[src/rtl/seg_scan_display_pkg.sv]
// Shared seven-segment constants for the nibble display path.
// Latency: none (constants only).
// Backpressure: none.
package seg_scan_display_pkg;

  // Active-low segment codes, bit order {g,f,e,d,c,b,a}
  localparam logic [6:0] SEG_0 = 7'b1000000;
  localparam logic [6:0] SEG_1 = 7'b1111001;
  localparam logic [6:0] SEG_2 = 7'b0100100;
  localparam logic [6:0] SEG_3 = 7'b0110000;
  localparam logic [6:0] SEG_4 = 7'b0011001;
  localparam logic [6:0] SEG_5 = 7'b0010010;
  localparam logic [6:0] SEG_6 = 7'b0000010;
  localparam logic [6:0] SEG_7 = 7'b1111000;
  localparam logic [6:0] SEG_8 = 7'b0000000;
  localparam logic [6:0] SEG_9 = 7'b0010000;
  localparam logic [6:0] SEG_A = 7'b0001000;
  localparam logic [6:0] SEG_B = 7'b0000011;
  localparam logic [6:0] SEG_C = 7'b1000110;
  localparam logic [6:0] SEG_D = 7'b0100001;
  localparam logic [6:0] SEG_E = 7'b0000110;
  localparam logic [6:0] SEG_F = 7'b0001110;

  // All segments dark, and all anodes released
  localparam logic [6:0] SEG_BLANK = 7'b1111111;
  localparam logic [3:0] AN_OFF    = 4'b1111;

endpackage

[src/rtl/seg_scan_display_hex7seg.sv]
// Hex nibble to active-low seven-segment decoder (0-F).
// Latency: purely combinational.
// Backpressure: none.
module hex7seg
  import seg_scan_display_pkg::*;
(
  input  logic [3:0] nib_i,
  output logic [6:0] seg_o
);

  // Direct lookup; every nibble value has a glyph so no default is reachable
  always_comb begin
    seg_o = SEG_BLANK;
    unique case (nib_i)
      4'h0: seg_o = SEG_0;
      4'h1: seg_o = SEG_1;
      4'h2: seg_o = SEG_2;
      4'h3: seg_o = SEG_3;
      4'h4: seg_o = SEG_4;
      4'h5: seg_o = SEG_5;
      4'h6: seg_o = SEG_6;
      4'h7: seg_o = SEG_7;
      4'h8: seg_o = SEG_8;
      4'h9: seg_o = SEG_9;
      4'hA: seg_o = SEG_A;
      4'hB: seg_o = SEG_B;
      4'hC: seg_o = SEG_C;
      4'hD: seg_o = SEG_D;
      4'hE: seg_o = SEG_E;
      4'hF: seg_o = SEG_F;
    endcase
  end

endmodule

[src/rtl/seg_scan_display.sv]
// Time-multiplexed 4-digit seven-segment driver with per-frame tear-free snapshot.
// Latency: outputs registered, 1 cycle behind digit index/snapshot; snapshot once per 4*REFRESH_DIV cycles.
// Backpressure: none; Q_in is sampled only at frame boundaries, dp_in/blank_lz every cycle.
module seg_scan_display
  import seg_scan_display_pkg::*;
#(
  parameter int REFRESH_DIV = 65536
) (
  input  logic        clk,
  input  logic        reset,
  input  logic [15:0] Q_in,
  input  logic [3:0]  dp_in,
  input  logic        blank_lz,
  output logic [3:0]  an,
  output logic [6:0]  seg,
  output logic        dp,
  output logic        frame_done
);

  localparam int CW = (REFRESH_DIV > 2) ? $clog2(REFRESH_DIV) : 1;
  localparam logic [CW-1:0] CNT_MAX = CW'(REFRESH_DIV - 1);

  logic [CW-1:0] cnt_q, cnt_d;
  logic [1:0]    idx_q, idx_d;
  logic [15:0]   snap_q, snap_d;
  logic          fd_q, fd_d;
  logic [3:0]    an_q, an_d;
  logic [6:0]    seg_q, seg_d;
  logic          dp_q, dp_d;

  logic          tick;
  logic [3:0]    nib;
  logic [6:0]    nib_seg;
  logic          blank3, blank2, blank1, cur_blank;

  assign tick = (cnt_q == CNT_MAX);
  assign nib  = 4'(snap_q >> {idx_q, 2'b00});

  hex7seg u_hex7seg (
    .nib_i (nib),
    .seg_o (nib_seg)
  );

  // Leading-zero blanking chains downward from the most significant digit
  always_comb begin
    blank3    = blank_lz && (snap_q[15:12] == 4'h0);
    blank2    = blank3 && (snap_q[11:8] == 4'h0);
    blank1    = blank2 && (snap_q[7:4] == 4'h0);
    cur_blank = 1'b0;
    case (idx_q)
      2'd3:    cur_blank = blank3;
      2'd2:    cur_blank = blank2;
      2'd1:    cur_blank = blank1;
      default: cur_blank = 1'b0;
    endcase
  end

  // Prescaler, digit advance, frame snapshot and the next registered display values
  always_comb begin
    cnt_d  = tick ? '0 : cnt_q + 1'b1;
    idx_d  = tick ? idx_q + 2'd1 : idx_q;
    snap_d = snap_q;
    fd_d   = 1'b0;
    if (tick && (idx_q == 2'd3)) begin
      snap_d = Q_in;
      fd_d   = 1'b1;
    end
    an_d  = ~(4'b0001 << idx_q);
    seg_d = cur_blank ? SEG_BLANK : nib_seg;
    dp_d  = cur_blank ? 1'b1 : ~dp_in[idx_q];
  end

  // State and output registers with synchronous reset
  always_ff @(posedge clk) begin
    if (reset) begin
      cnt_q  <= '0;
      idx_q  <= 2'd0;
      snap_q <= 16'h0000;
      fd_q   <= 1'b0;
      an_q   <= AN_OFF;
      seg_q  <= SEG_BLANK;
      dp_q   <= 1'b1;
    end else begin
      cnt_q  <= cnt_d;
      idx_q  <= idx_d;
      snap_q <= snap_d;
      fd_q   <= fd_d;
      an_q   <= an_d;
      seg_q  <= seg_d;
      dp_q   <= dp_d;
    end
  end

  assign an         = an_q;
  assign seg        = seg_q;
  assign dp         = dp_q;
  assign frame_done = fd_q;

endmodule

[config.mk]
export PLATFORM = sky130hd
export DESIGN_NAME = seg_scan_display
export DESIGN_NICKNAME = d
export VERILOG_FILES = /design/src/rtl/seg_scan_display_pkg.sv /design/src/rtl/seg_scan_display_hex7seg.sv /design/src/rtl/seg_scan_display.sv
export SDC_FILE = /design/constraint.sdc
export NUM_CORES = 1
export LEC_CHECK = 0
export CAP_MARGIN = 40
export CORE_UTILIZATION = 48
export DETAILED_ROUTE_END_ITERATION = 7
export GPL_ROUTABILITY_DRIVEN = 0
export PLACE_DENSITY = 0.76
export SETUP_SLACK_MARGIN = 0.4
export SLEW_MARGIN = 20
export SYNTH_ARGS = -nofsm -noshare
export SYNTH_HDL_FRONTEND = slang
export SYNTH_HIERARCHICAL = 1
export SYNTH_SLANG_ARGS = --single-unit
[constraint.sdc]
create_clock -name clk -period 2.2 [get_ports clk]
set_clock_uncertainty 0.2 [all_clocks]
set_input_delay 0.66 -clock clk [delete_from_list [all_inputs] [get_ports clk]]
set_output_delay 0.66 -clock clk [all_outputs]
set_load 0.05 [all_outputs]
==> results.py <==
metrics = {
    "status": {
        "status": "finished, violations left",
        "violations": "design-rule violations, negative setup slack",
    },
    "place": {
        "dpl.cell_count": 337,
        "hpwl_um": 3680,
        "portBuffers": 35,
        "placed_area_mm2": 0.00272,
    },
    "sta": {
        "slew_headroom_pct": 67.3,
        "worstMarginPinSlew_ns": 0.486,
        "finalSetupTns_ns": -0.0345,
        "maxSlewViolCount": 0,
        "fin_crit_ns": 2.23,
        "hold_viol_final": 0,
        "setup_ws_ns": -0.0301,
        "fin_crit_sh_pct": 101,
        "setup_violations": 2,
        "rsz0062_at_grt": "yes",
        "fmax_mhz": 448,
    },
    "clock_network": {
        "cts_sinks": 47,
        "cts_hold_buffers": 0,
        "numCtsBuffers": 5,
        "root_buffer": "clkbuf_8",
        "clockBufferDepth": 2,
        "h-tree-depth": 2,
        "cts_tree": "yes",
        "path_clk_slew_ns": 0.08,
        "clock_latency_ns": 0.30,
    },
    "grt": {
        "grt_use_total_pct": 22.1,
        "grt-ovfl-total": 0,
        "grt_max_degree": 22,
        "grt_pass1_vias": 1922,
        "grt_pass1_wl_um": 8640,
        "antenna_found_initial": 0,
    },
    "yosys": {
        "yosys.cell_count.top_type": "dfxtp_1",
        "synth_seq_cells": 47,
        "synth.distinct_cells": 42,
        "synth_cells": 248,
        "yosysWarnings": 6,
        "synth_top_area_share_pct": 41.5,
        "seq_area_frac_synth_pct": 41.5,
        "synth_edf_count": 0,
        "syn_area_per_cell_um2": 9.13,
        "synth_top_cell_by_area": "dfxtp_1",
        "synthFlopType": "dfxtp_1",
        "syn_nets": 284,
        "synthArstFlopShare_pct": 0,
        "synthesis.area_mm2": 0.00226,
        "yosys-top-cells-count": "47 x dfxtp_1, 22 x a21oi_1, 21 x o21ai_0",
        "synth_area_leaders": "dfxtp_1 42%, ha_1 7.2%, nand4_1 5.2%",
    },
    "flow_run": {
        "cap_violations": 0,
    },
    "power_and_ir_drop": {
        "power_per_cell_area_mw_per_mm2": 528,
        "p_leak_nw": 1.07,
        "vdd_ir_drop_max_uv": 443,
    },
    "finish": {
        "antennaDiodeCount": 0,
        "fillCellCount": 376,
        "utilization_pct": 66.1,
        "regArea_um2": 963,
        "final_cells": 350,
        "fin_area_mm2": 0.00294,
        "multi_input_area_mm2": 0.00127,
        "nets": 333,
        "syn2layout_area_growth_pct": 29.7,
        "final_layout_size_suffix_gt1_share_pct": 26.2,
    },
    "routing": {
        "drt_wl_total_um": 5090,
        "dr.pass1.iters": 6,
        "top_layer_used": "met4",
        "wl_per_cell_um": 14.5,
        "m1WireLength_um": 2270,
        "dr_wl_met2_um": 2440,
        "num_vias": 1984,
        "ant_nets": 0,
        "drcViolationCount": 8,
        "wl_met3_um": 276,
        "via_per_inst": 5.67,
        "drt_iter0_drc": 87,
    },
    "floorplan": {
        "rows": 24,
        "ios": 36,
        "initial_core_util_pct": 51.0,
        "die_x_um": 70.7,
        "die_h_um": 70.7,
        "core_mm2": 0.00444,
        "fp.dieArea_mm2": 0.00500,
    },
    "setup_path": {
        "path_max_fanout": 4,
        "worstSetupEndpointType": "register",
        "worstPathArrival_ns": 2.22,
        "crit_type": "register to register",
        "cp.required_ns": 2.19,
        "start_kind": "register",
    },
    "min_path": {
        "hold_path_class": "register to register",
    },
}
-- power breakdown --
part | switching, W | leakage (nW) | internal [W]
Combinational | 0.0000596 | 0.629 | 0.0000662
Sequential | 0.00000741 | 0.387 | 0.000860
Clock | 0.000272 | 0.0515 | 0.000287
Total | 0.000339 | 1.07 | 0.00121
-- cell usage in the layout (no fill, tap or decap), drive strengths merged, types with 2 or more instances in the layout --
| cell type | n |
|---|---|
| buf | 36 |
| o21ai | 24 |
| o21a | 2 |
| nand2 | 10 |
| and3 | 3 |
| or3 | 7 |
| clkbuf | 8 |
| o22ai | 2 |
| nor4 | 5 |
| nand3 | 14 |
| xnor2 | 8 |
| a21oi | 22 |
| nand4 | 20 |
| clkdlybuf4s50 | 22 |
| nor2 | 16 |
| nor3 | 5 |
| or2 | 2 |
| mux4 | 5 |
| inv | 8 |
| dfxtp | 47 |
| nand2b | 4 |
| ha | 13 |
| xor2 | 4 |
-- state kept, by name (all words and copies together), names as in the netlist --
name        cells
cnt_q          16
seg             7
dp              1
idx_q           2
frame_done      1
an              4
snap_q         16
-- final cells by class --
type                            count  area share [%]
Clock buffer                        8            3.41
Inverter                            8            1.11
Multi-Input combinational cell    177            43.4
Sequential cell                    47            32.8
Tap cell                           52            2.21
Timing Repair Buffer               58            17.1
-- logic make-up after synthesis --
kind of cell,Yosys count,share of synthesized area [%]
AOI/OAI and AO/OA,54,13.1
xor gates and xnor gates,12,4.64
adders and majority gates,13,7.18
buffers and inverters,24,4.97
DFF,47,41.5
muxes,7,5.91
and+or+nand+nor,91,22.7
-- stage by stage --
stage,setup WS [ns],hold slack (ns),total power [W]
2_1_floorplan,-0.0363,0.247,0.000947
3_3_place_gp,-0.0827,0.265,0.00101
3_5_place_dp,-0.153,0.272,0.00101
4_1_cts,-0.0214,0.290,0.00157
5_1_grt,-0.0862,0.326,0.00162
6_report,-0.0301,0.295,0.00155
-- metal layers --
metal / global-route usage (%) / up-vias
met5: 0 / -
met2: 36.8 / 45
met3: 6.27 / 12
met4: 9.33 / 0
met1: 26.9 / 930
li1: - / 997
-- worst max-delay path: stages (launching register included) --
cell,delay (ns)
dfxtp_4,0.38
mux4_2,0.56
ha_2,0.20
or2_4,0.23
a21oi_2,0.14
a31oi_1,0.06
or3_1,0.35
-- worst paths after layout --
path / from / endpoint / slack (ns) / depth (start not counted)
max: idx_q[0] / seg[3] / -0.03 / 6
min: snap_q[3] / snap_q[3] / 0.29 / 2
max reg2reg: idx_q[0] / seg[3] / -0.03 / 6
min reg2reg: snap_q[3] / snap_q[3] / 0.29 / 2
-- repair_timing --
item	in CTS	in global routing
setup endpoints to repair	25	20
pin swaps	1	3
buffers inserted	4	1
cloned	0	0
resized for setup	15	15
(Power assumes the default switching activity.)
